[src/rtl/uart_tx.sv]
// uart_tx: byte-wide 8N1-style serial transmitter.
// Valid/ready byte input, one registered serial output pin.
module uart_tx #(
  parameter int CLKS_PER_BIT = 434,
  parameter int PARITY       = 0,
  parameter int STOP_BITS    = 1
) (
  input  logic       CLOCK_50,
  input  logic       reset,
  input  logic [7:0] tx_data,
  input  logic       tx_valid,
  output logic       tx_ready,
  output logic       tx,
  output logic       busy
);

  localparam int CNT_W =
    (CLKS_PER_BIT > 2) ? $clog2(CLKS_PER_BIT) : 1;
  localparam logic [CNT_W-1:0] CNT_LAST =
    CNT_W'(CLKS_PER_BIT - 1);
  localparam bit HAS_PAR  = (PARITY != 0);
  localparam bit TWO_STOP = (STOP_BITS == 2);

  typedef enum logic [2:0] {
    S_IDLE,
    S_START,
    S_DATA,
    S_PAR,
    S_STOP
  } state_t;

  state_t           state_q, state_d;
  logic [CNT_W-1:0] cnt_q, cnt_d;
  logic [2:0]       idx_q, idx_d;
  logic             stop_q, stop_d;
  logic [7:0]       data_q, data_d;
  logic             tx_q, tx_d;
  logic             busy_q, busy_d;
  logic             rdy_q, rdy_d;

  logic tc;
  logic par_bit;

  assign tc      = (cnt_q == CNT_LAST);
  assign par_bit = (PARITY == 1) ? ~^data_q : ^data_q;

  // Next-state, bit timer and registered-output logic
  always_comb begin
    state_d = state_q;
    idx_d   = idx_q;
    stop_d  = stop_q;
    data_d  = data_q;
    tx_d    = tx_q;
    busy_d  = busy_q;
    rdy_d   = rdy_q;
    cnt_d   = (state_q == S_IDLE || tc) ?
              '0 : cnt_q + CNT_W'(1);
    unique case (state_q)
      S_IDLE: begin
        tx_d   = 1'b1;
        busy_d = 1'b0;
        rdy_d  = 1'b1;
        if (rdy_q && tx_valid) begin
          data_d  = tx_data;
          tx_d    = 1'b0;
          busy_d  = 1'b1;
          rdy_d   = 1'b0;
          state_d = S_START;
        end
      end
      S_START: begin
        if (tc) begin
          state_d = S_DATA;
          idx_d   = 3'd0;
          tx_d    = data_q[0];
        end
      end
      S_DATA: begin
        if (tc) begin
          if (idx_q == 3'd7) begin
            if (HAS_PAR) begin
              state_d = S_PAR;
              tx_d    = par_bit;
            end else begin
              state_d = S_STOP;
              stop_d  = 1'b0;
              tx_d    = 1'b1;
            end
          end else begin
            idx_d = idx_q + 3'd1;
            tx_d  = data_q[idx_q + 3'd1];
          end
        end
      end
      S_PAR: begin
        if (tc) begin
          state_d = S_STOP;
          stop_d  = 1'b0;
          tx_d    = 1'b1;
        end
      end
      S_STOP: begin
        if (tc) begin
          if (!TWO_STOP || stop_q) begin
            state_d = S_IDLE;
            busy_d  = 1'b0;
            rdy_d   = 1'b1;
            tx_d    = 1'b1;
          end else begin
            stop_d = 1'b1;
          end
        end
      end
      default: begin
        state_d = S_IDLE;
        tx_d    = 1'b1;
        busy_d  = 1'b0;
        rdy_d   = 1'b0;
      end
    endcase
  end

  // State register; reset aborts any frame and idles the line
  always_ff @(posedge CLOCK_50) begin
    if (!reset) begin
      state_q <= S_IDLE;
      cnt_q   <= '0;
      idx_q   <= 3'd0;
      stop_q  <= 1'b0;
      data_q  <= 8'd0;
      tx_q    <= 1'b1;
      busy_q  <= 1'b0;
      rdy_q   <= 1'b0;
    end else begin
      state_q <= state_d;
      cnt_q   <= cnt_d;
      idx_q   <= idx_d;
      stop_q  <= stop_d;
      data_q  <= data_d;
      tx_q    <= tx_d;
      busy_q  <= busy_d;
      rdy_q   <= rdy_d;
    end
  end

  assign tx       = tx_q;
  assign busy     = busy_q;
  assign tx_ready = rdy_q;

endmodule

[config.mk]
export PLATFORM = sky130hd
export DESIGN_NAME = uart_tx
export DESIGN_NICKNAME = d
export VERILOG_FILES = /design/src/rtl/uart_tx.sv
export SDC_FILE = /design/constraint.sdc
export NUM_CORES = 1
export LEC_CHECK = 0
export CORE_MARGIN = 3
export CORE_UTILIZATION = 35
export CTS_CLUSTER_DIAMETER = 200
export DETAILED_ROUTE_END_ITERATION = 7
export GPL_ROUTABILITY_DRIVEN = 0
export GPL_TIMING_DRIVEN = 0
export PLACE_DENSITY_LB_ADDON = 0.15
export SETUP_SLACK_MARGIN = 0.1
export SLEW_MARGIN = 20
export SYNTH_ARGS = -nofsm -noshare
export SYNTH_HDL_FRONTEND = slang
export SYNTH_SLANG_ARGS = --single-unit
[constraint.sdc]
create_clock -name CLOCK_50 -period 2.7 [get_ports CLOCK_50]
set_clock_uncertainty 0.1 [all_clocks]
set_input_delay 0.54 -clock CLOCK_50 [delete_from_list [all_inputs] [get_ports CLOCK_50]]
set_output_delay 0.54 -clock CLOCK_50 [all_outputs]
set_load 0.01 [all_outputs]
* Word-level counts from Yosys, hierarchy flattened
Cells that the tools add are included.
Cells by class: $add $sub $neg 2, $mul 0, divide/modulo/power cells 0, magnitude comparators 1, eq/ne operators 14, shift-type cells 0, multiplexer cells 22, bitwise gates (word level) 2, reductions and logical operators 12
Operators with widths (count):
- 3-bit two-way mux | 8
- 3-bit case mux with 5 select lines | 1
- 2-bit != test (second input constant) | 6
- 9-bit by 1-bit adder with 9-bit output (second input constant) | 1
- 9-bit equality test (second input constant) | 1
- 1-bit two-way mux | 8
- 3-bit by 2-bit equality test with 1-bit output (second input constant) | 2
- 3-bit equality test (second input constant) | 2
- 1-bit case mux with 3 select lines | 2
- 3-bit case mux with 2 select lines | 1
- 6-bit AND reduction | 1
- 3-bit by 4-bit less-than comparator with 1-bit output (second input constant) | 1
- 2-bit by 1-bit != test with 1-bit output (second input constant) | 2
- 1-bit case mux with 4 select lines | 1
- 2-bit AND reduction | 2
- 4-bit AND reduction | 1
- 2-bit OR reduction | 2
- 3-bit by 1-bit adder with 3-bit output (second input constant) | 1
- 1-bit binary-select mux with 3-bit select | 1
- 3-bit by 1-bit equality test with 1-bit output (second input constant) | 1
- 3-bit logical NOT | 1
- 3-bit AND reduction | 1
- 3-bit OR reduction | 1
- 1-bit inverter | 2
- other kinds (3) | 3
Storage, ports and cells: register bits after elaboration 26, latch bits 0, memory bits (writable) 0, ROM bits 0, bits of input ports 11, output and inout port bits 3, word-level logic and storage cells 60, memories kept 0

* Depth between registers and ports, before layout
depth after elaboration 6, mapped depth 6, depth with buffers taken out 6

* Worst setup path after synthesis
OpenSTA, ideal clock, no wires.
path kind reg-to-reg, start register idx_q[0], end register tx_q, in the netlist tx, setup time 0.129 ns, arrival 1.745 ns, data required time 2.471 ns, setup slack 0.726 ns, stages on the path, launching flop included 7, path buffers 0, period minus slack after synthesis 1.974 ns, cells stage by stage dfxtp_1 > ha_1 > ha_1 > mux4_2 > a2111o_1 > a211oi_2 > o21ai_1
Between the ends: word-level cells in the longest chain between the ends 6, elaborated cells between the ends (all ways) 7, classes of those cells add/sub (1); eq/ne (1); mux (5)
Ends and longest elaborated chain:
- from (decl) | line 34 | logic [2:0] idx_q, idx_d;
- from (signal assigned) | line 137 | idx_q <= idx_d;
- 3-bit by 1-bit adder with 3-bit output | line 91 | tx_d = data_q[idx_q + 3'd1];
- 1-bit binary-select mux with 3-bit select | line 91
- 1-bit two-way mux (implied by the code) | line 91
- 1-bit two-way mux * | line 80 | if (idx_q == 3'd7) begin
- 1-bit two-way mux * | line 79 | if (tc) begin
- 1-bit case mux with 4 select lines * | line 58 | unique case (state_q)
- to (signal assigned) | line 140 | tx_q <= tx_d;
- to (decl) | line 37 | logic tx_q, tx_d;
Mark *: on every way between the ends. The rest lies on a longest branch, timed or not. The select of a mux whose other input is x is not followed. A chain may end at the register's enable or synchronous reset.

* Worst setup path in the final report
Same ends and word-level chain as after synthesis.

==> flow_summary.yaml <==
global_route:
  gr-usage-met3_pct: 2.55
  grt_use_met1_pct: 18.0
  grt_usage_pct: 12.8
  gr-usage-met2_pct: 19.2
  grt_pass1_wl_mm: 4.31
  grt_pass1_vias: 934
  grt_busiest_layer: "met2"
  antenna_found_initial: 0
  grt_overflow: 0
  grt_max_degree: 15
timing:
  worst_slew_pin_slew_ns: 0.704
  timing.hold.ws_ns: 0.371
  grt_setup_unrepaired: "false"
  finalHoldViolCount: 0
  slew_violations: 0
  period_needed_ns: 2.13
  tns_ns: 0
  final-setup-viol-count: 0
  period_share_pct: 78.8
  max_slew_margin_pct: 53.0
  fmaxAchievable_mhz: 470
worst_setup_path:
  startpoint_type: "flop"
  cp.buffers_inverters: 0
  critPathRequiredTime_ns: 2.80
  cp_top_family: "compound AO/OA/AOI/OAI gates"
  crit_top_cell: "ha_1"
  critical_path.max_fanout: 5
  worstSetupPathType: "reg2reg"
  worst_path_max_delay_cell: "a2111o_1"
  cp.arrival_ns: 2.23
  path_cells: "ha_1, ha_1, mux4_2, a2111o_1, a211oi_2, o21ai_1"
  worstSetupEndpointType: "flop"
  cpPeakStageDelay_ns: 0.43
clock_tree:
  clk_transition_reported_paths_ns: 0.14
  cts_tree: "built"
  post_cts_buffers: 0
  cts-root-buf: "clkbuf_4"
  cts_sinks: 26
  holdBufCountCts: 0
  clk_path_buf_depth: 2
  htree_levels: 1
  cts_resized: 0
  clock_latency_ns: 0.31
  numCtsBuffers: 3
cells_and_area:
  stdcell_area_um2: 1490
  fin_nets: 161
  fillers: 350
  drive_gt1_share_pct: 8.28
  antennaDiodeCount: 0
  multi_input_area_um2: 699
  syn2layout_area_growth_pct: 16.8
  seqCellArea_um2: 520
floorplanning:
  core_um2: 3420
  die-width_um: 66.3
  io_pins: 14
  start_util_pct: 37.2
  die_h_um: 66.3
  row_count: 21
  dieArea_um2: 4390
route:
  num_vias: 932
  drt_iter0_drc: 58
  drt-wirelength-per-cell_um: 12.8
  ant_nets: 0
  wirelength_mm: 2.44
  via_per_inst: 4.88
  drc_errors: 0
  drt_pass1_iterations: 4
placed_design:
  place_area_um2: 1450
  dpl.hpwl_mm: 1.84
  io_buffers: 12
worst_hold_path:
  worstHoldPathType: "reg2reg"
yosys:
  ys_warn_count: 0
  synth.yosys.seq_area_share_pct: 40.9
  syn_avg_cell_area_um2: 9.85
  syn_inst: 129
  netlist_area_um2: 1270
  syn-num-nets: 144
  ys_ff_latch: 26
  synth.distinct_cells: 41
job:
  maxCapViolCount: 0
pwr:
  powerDensity_nw_per_um2: 443
  power_leakage_nw: 0.529
  ir_worst_vdd_mv: 0.248
outcome:
  status: "finished, final reports clean"
[final cells by class]
class                      count  share of cell area (%)
buffer                         6                    2.70
timing repair buffer          12                    8.09
inverter                       3                   0.758
sequential                    26                    35.0
tap                           46                    3.88
multi-input combinational     94                    47.1
clock buffer                   4                    2.44
[layout by cell type (no fill, tap or decap), types with 2 or more instances in the layout]
cell	netlist	final
nand2_1	8	8
xnor2_1	4	4
dfxtp_1	26	26
mux2i_1	9	9
a211oi_1	2	2
clkbuf_1	2	2
o21ai_0	3	3
xor2_1	3	3
nor2_1	13	13
or3b_1	2	2
buf_2	2	2
clkdlybuf4s50_1	0	12
a21oi_1	3	3
ha_1	4	4
inv_1	3	3
clkbuf_4	0	3
nor2b_1	12	12
a21boi_1	2	2
o21a_1	4	4
and2_1	2	2
nor3b_1	2	2
nand3_1	2	2
[cell families after synthesis]
| family | after synthesis | synth area share (%) |
|---|---|---|
| flip-flops | 26 | 40.9 |
| multiplexers | 11 | 10.9 |
| buffers and inverters | 9 | 4.04 |
| AND/OR/NAND/NOR | 50 | 22.2 |
| adder cells (fa/ha/maj) | 4 | 3.94 |
| XOR/XNOR | 7 | 4.82 |
| AO/OA/AOI/OAI | 22 | 13.1 |
[worst paths after layout]
path                                             from               endpoint  slack, ns  cells after the start
worst max-delay path            idx_q[0]$_SDFFE_PN0P_        tx$_SDFFE_PN1P_       0.57                      6
worst max register to register  idx_q[0]$_SDFFE_PN0P_        tx$_SDFFE_PN1P_       0.57                      6
worst min-delay path            idx_q[2]$_SDFFE_PN0P_  idx_q[2]$_SDFFE_PN0P_       0.37                      2
worst min register to register  idx_q[2]$_SDFFE_PN0P_  idx_q[2]$_SDFFE_PN0P_       0.37                      2
[metal layers]
metal / up-vias / share of wire, %
li1: 485 / -
met1: 432 / 52
met2: 11 / 44
met3: 4 / 2.5
met4: 0 / 1.5
met5: - / 0
[sequential cells by signal, indices dropped and copies added (netlist names)]
name and flops:
busy 1, cnt_q 9, data_q 8, idx_q 3, state_q 3, tx 1
tx_ready 1
[synthesized netlist by cell type, drive strengths merged]
cell	number	area share, %
dfxtp	26	41
nor2	13	3.8
nor2b	12	5.9
mux2i	9	7.1
nand2	8	2.4
buf	4	2.6
ha	4	3.9
o21a	4	2.4
o21ai	4	1.6
xnor2	4	2.8
a211oi	3	2.2
a21oi	3	1.2
inv	3	0.89
xor2	3	2.1
a21boi	2	1.2
and2	2	0.98
clkbuf	2	0.59
mux4	2	3.8
nand3	2	0.79
nor3b	2	1.2
or3b	2	1.4
a2111o	1	0.89
a21o	1	0.59
a22oi	1	0.59
and3	1	0.49
and4	1	0.69
and4b	1	0.79
and4bb	1	0.98
nand4	1	0.49
nor3	1	0.39
nor4b	1	0.69
nor4bb	1	0.79
o2111ai	1	0.69
o21bai	1	0.59
o311ai	1	1.3
or2	1	0.49
[per-stage QoR]
step | std cells | utilization (%) | power (mW) | setup WS (ns)
after floorplan | 129 | - | 0.445 | 0.726
after global placement | 187 | 42.4 | 0.474 | 0.571
after detailed placement | 187 | 42.4 | 0.475 | 0.584
after CTS | 191 | 43.5 | 0.670 | 0.555
after global routing | 191 | 43.5 | 0.702 | 0.459
final | 191 | 43.5 | 0.657 | 0.572
[tightest hold or removal path, cell delays in order (launching register included)]
cell and delay (ns):
dfxtp_1 0.34, nand2_1 0.05, a21boi_1 0.05
[power by group]
part	internal [mW]	switching [mW]	total [mW]
Clock	0.0824	0.110	0.192
Sequential	0.394	0.00642	0.400
Combinational	0.0377	0.0272	0.0649
No activity file was read; power rests on OpenSTA's default activity.
==> edit 1 (same flow settings) <==
Encoding of `state_t`: now Gray code (3 bits for 5 states).
--- a/src/rtl/uart_tx.sv
+++ b/src/rtl/uart_tx.sv
@@ -22,11 +22,11 @@
   localparam bit TWO_STOP = (STOP_BITS == 2);
 
   typedef enum logic [2:0] {
-    S_IDLE,
-    S_START,
-    S_DATA,
-    S_PAR,
-    S_STOP
+    S_IDLE  = 3'b000,
+    S_START = 3'b001,
+    S_DATA  = 3'b011,
+    S_PAR   = 3'b010,
+    S_STOP  = 3'b110
   } state_t;
 
   state_t           state_q, state_d;
Function: no difference found for any inputs over 10 cycles, from zero or initial values and one cycle with reset low; not proved beyond that.
==> edit 1 against the original RTL <==
Sequential cell count unchanged. Cell count increased by 11%. Design area up 2.6%. Synthesized area rose by 2.7%. Wire length is 11% higher. First-iteration DRC count fell by 60%. Worst setup slack gained 0.0054 ns. Worst hold slack lost 0.0064 ns. Total power grew 4.5%. Clock power up 12%. Critical path type unchanged.
==> edit 1: results (changes against the original RTL) <==
- Leading cell types by count after synthesis: nand2_1 (29), dfxtp_1 (26), nor2_1 (17)
- Syn avg cell area: 8.64 µm² (-12%)
- TAP cells: 46 (unchanged)
- Post-Syn Nets: 166 (+15%)
- DP HPWL: 1.99 mm (+8.1%)
- Sequential share of the synthesized area: 39.9% (-1.1 points)
- Sequential cell count: 26 (unchanged)
- Worst slack, placed: 0.452 ns (-0.132 ns)
- Post CTS Setup Buffer Count: 0 (unchanged)
- Final net count: 183 (+14%)
- Cell class contributing the biggest share of worst-path delay: adder cells
- Largest net degree at the start of global routing: 14 (-1)
- Clk pin slew, worst setup/hold paths: 0.09 ns (-0.05 ns)
- Max-slew headroom: 54.8% (+1.9 points)
- Worst-path fanout max: 8 (+3)
- Net switching power: 158 µW (+10%)
- Area occupied by multi-input gates: 751 µm² (+7.3%)
- Wl on met1: 1.26 mm (-0.63%)
- Clk power: 216 µW (+12%)
- Maximum vdd drop: 0.175 mV (-29%)
- WP data arrival: 2.19 ns (-0.04 ns)
- Setup TNS Final: 0 ns (unchanged)
- XOR/XNOR Fraction of Synth Area: 4.70% (-0.12 points)
- Status: finished clean
- Largest stage delay on the critical path: 0.39 ns (-0.04 ns)
- Leakage: 0.000551 µW (+4.1%)
- Power Density: 451 nW/µm² (+1.8%)
- Post-synthesis compound-gate area fraction: 15.8% (+2.7 points)
- Clock latency on the worst-skew pair: 0.26 ns (-0.05 ns)
- Routed wl met2: 1.32 mm (+24%)
- Clkbuf count: 3 (-1)
- Invs w/o clock: 3 (unchanged)
- First-pass GRT wire length: 4.89 mm (+13%)
- Slowest stage cell on the critical path: ha_1
- Netlist cell types: 39 (-4.9%)
- Signal buffers: 17 (-1)
- Clock network area share: 2.71% (+0.27 points)
- Met3 wire length: 99 µm (+60%)
- Mux cell area share after synthesis: 4.12% (-6.8 points)
- Multi-input gates: 117 (+24%)
- Vias in the first global route: 1079 (+16%)
- Post-Synth Adder-Cell Area: 3.84% (-0.10 points)
- Fill cell count: 378 (+8.0%)
- Fraction of area in registers: 34.2% (-0.89 points)
- DR WL/cell: 12.8 µm (+0.12%)
- Inst Count DP: 209 (+12%)
- Register area: 520 µm² (unchanged)
- Vias/cell: 5.13 (+5.1%)
- Clock Tree Root: clkbuf_8
- Initial DRC count: 23 (-60%)
-- edit 1: cell count changes after synthesis, moves of 3 or more --
cell	before	now
o22ai_1	0	3
nand2_1	8	29
nor2b_1	12	4
mux2i_1	9	2
nor2_1	13	17
and3_1	1	4
a21boi_0	0	9
mux2_2	0	3
-- edit 1: metal layers --
layer | vias to the layer above | track usage (%)
met4 | 0 | 4.56
met5 | - | 0
met2 | 16 | 23.7
li1 | 559 | -
met3 | 4 | 3.04
met1 | 508 | 17.4
-- edit 1: path summary, 6_finish.rpt --
| kind | from | endpoint | slack [ns] | depth (start not counted) |
|---|---|---|---|---|
| worst min-delay path | data_q[4] | data_q[4] | 0.36 | 2 |
| worst max-delay path | idx_q[0] | tx | 0.58 | 6 |
| worst max register to register | idx_q[0] | tx | 0.58 | 6 |
| worst min register to register | data_q[4] | data_q[4] | 0.36 | 2 |
==> edit 2 (config.mk and constraints unchanged) <==
Made on the original files. The parameter `CLKS_PER_BIT` goes from 434 to 217.
--- a/src/rtl/uart_tx.sv
+++ b/src/rtl/uart_tx.sv
@@ -1,7 +1,7 @@
 // uart_tx: byte-wide 8N1-style serial transmitter.
 // Valid/ready byte input, one registered serial output pin.
 module uart_tx #(
-  parameter int CLKS_PER_BIT = 434,
+  parameter int CLKS_PER_BIT = 217,
   parameter int PARITY       = 0,
   parameter int STOP_BITS    = 1
 ) (
Check against the original RTL: no difference found for any inputs over 10 cycles, from zero or initial values and one cycle with reset low; that may be too few to reach the edited logic, so the function may still have changed.
==> edit 2 against the original RTL <==
Synthesized area fell by 3.4%. Total power decreased by 4.5%. Sequential cell count fell by 1. Design area is 3.1% lower. Wire length decreased by 0.78%. Global-route usage is 0.073 points higher. Maximum frequency down 2.2%. Worst setup slack worse by 0.048 ns. Sequential share of layout area fell by 0.26 points. Highest routed layer unchanged.
==> edit 2: results (changes against the original RTL) <==
- Met1 usage: 17.7% (-0.36 points)
- XOR/XNOR Fraction of Synth Area: 4.28% (-0.54 points)
- Sequential share of the synthesized area: 40.8% (-0.17 points)
- Slowest stage cell on the critical path: a2111oi_4
- Largest stage delay on the critical path: 0.46 ns (+0.03 ns)
- Status: finished clean
- Pint: 479 µW (-6.8%)
- Clock network fraction of total power: 26.1% (-3.2 points)
- Vias in the first global route: 993 (+6.3%)
- Met2 usage: 20.4% (+1.1 points)
- Mux cell area share after synthesis: 4.49% (-6.4 points)
- First-pass GRT wire length: 4.39 mm (+1.8%)
- Leakage: 0.000502 µW (-5.2%)
- Routed wl met2: 1.06 mm (-0.56%)
- Worst Tran Pin Value: 0.454 ns (-0.251 ns)
- Syn avg cell area: 9.09 µm² (-7.7%)
- Maximum vdd drop: 0.195 mV (-22%)
- Vias/cell: 5.07 (+3.9%)
- Post-synthesis compound-gate area fraction: 21.2% (+8.1 points)
- Routed wire length: 2.42 mm (-0.78%)
- Seq pwr: 388 µW (-3%)
- Share of cells above drive strength 1: 6.58% (-1.7 points)
- Clk pin slew, worst setup/hold paths: 0.12 ns (-0.02 ns)
- Final net count: 168 (+4.3%)
- Met3 Use GR: 2.56% (+0.013 points)
- Leading cell types by count after synthesis: dfxtp_1 (25), nor2_1 (13), o21ai_0 (12)
- Initial DRC count: 42 (-28%)
- Seq pwr share: 61.8% (+0.9 points)
- Period utilization: 80.6% (+1.8 points)
- Fill cell count: 354 (+1.1%)
- Largest net degree at the start of global routing: 14 (-1)
- Post-Syn Nets: 150 (+4.2%)
- Synth top area cells: dfxtp_1 (41%), o21ai_0 (4.9%), a21boi_0 (4.9%)
- Netlist cell types: 37 (-9.8%)
- Post-Synth Adder-Cell Area: 4.08% (+0.14 points)
- WP data arrival: 2.33 ns (+0.10 ns)
- Biggest regs: cnt_q x8, data_q x8
-- edit 2: changes by cell type after synthesis, moves of 3 or more --
cell      change
nand3_1       +6
nor2b_1      -11
a21boi_0      +8
nand2_1       +3
mux2i_1       -8
xnor2_1       -3
o21ai_0       +9
nand2b_1      +4
-- edit 2: how the worst min path moves through the flow --
stage	slack (ns)	cells past startpoint	start	to
after global placement	0.36	2	idx_q[2]	idx_q[2]
after global routing	0.41	2	idx_q[1]	idx_q[1]
final	0.39	2	idx_q[1]	idx_q[1]
after floorplan	0.35	2	idx_q[1]	idx_q[1]
after detailed placement	0.37	2	data_q[1]	data_q[1]
after CTS	0.40	2	idx_q[1]	idx_q[1]
-- edit 2: area by class of cell --
class	instances	area, µm²	area share (%)
plain buffers	6	32.5	2.26
multi-input cells	100	679	47.2
repair buffers	13	130	9.04
inverters	4	15.0	1.04
clock buffers	4	26.3	1.83
flip-flops and latches	25	500	34.8
well taps	44	55.1	3.83
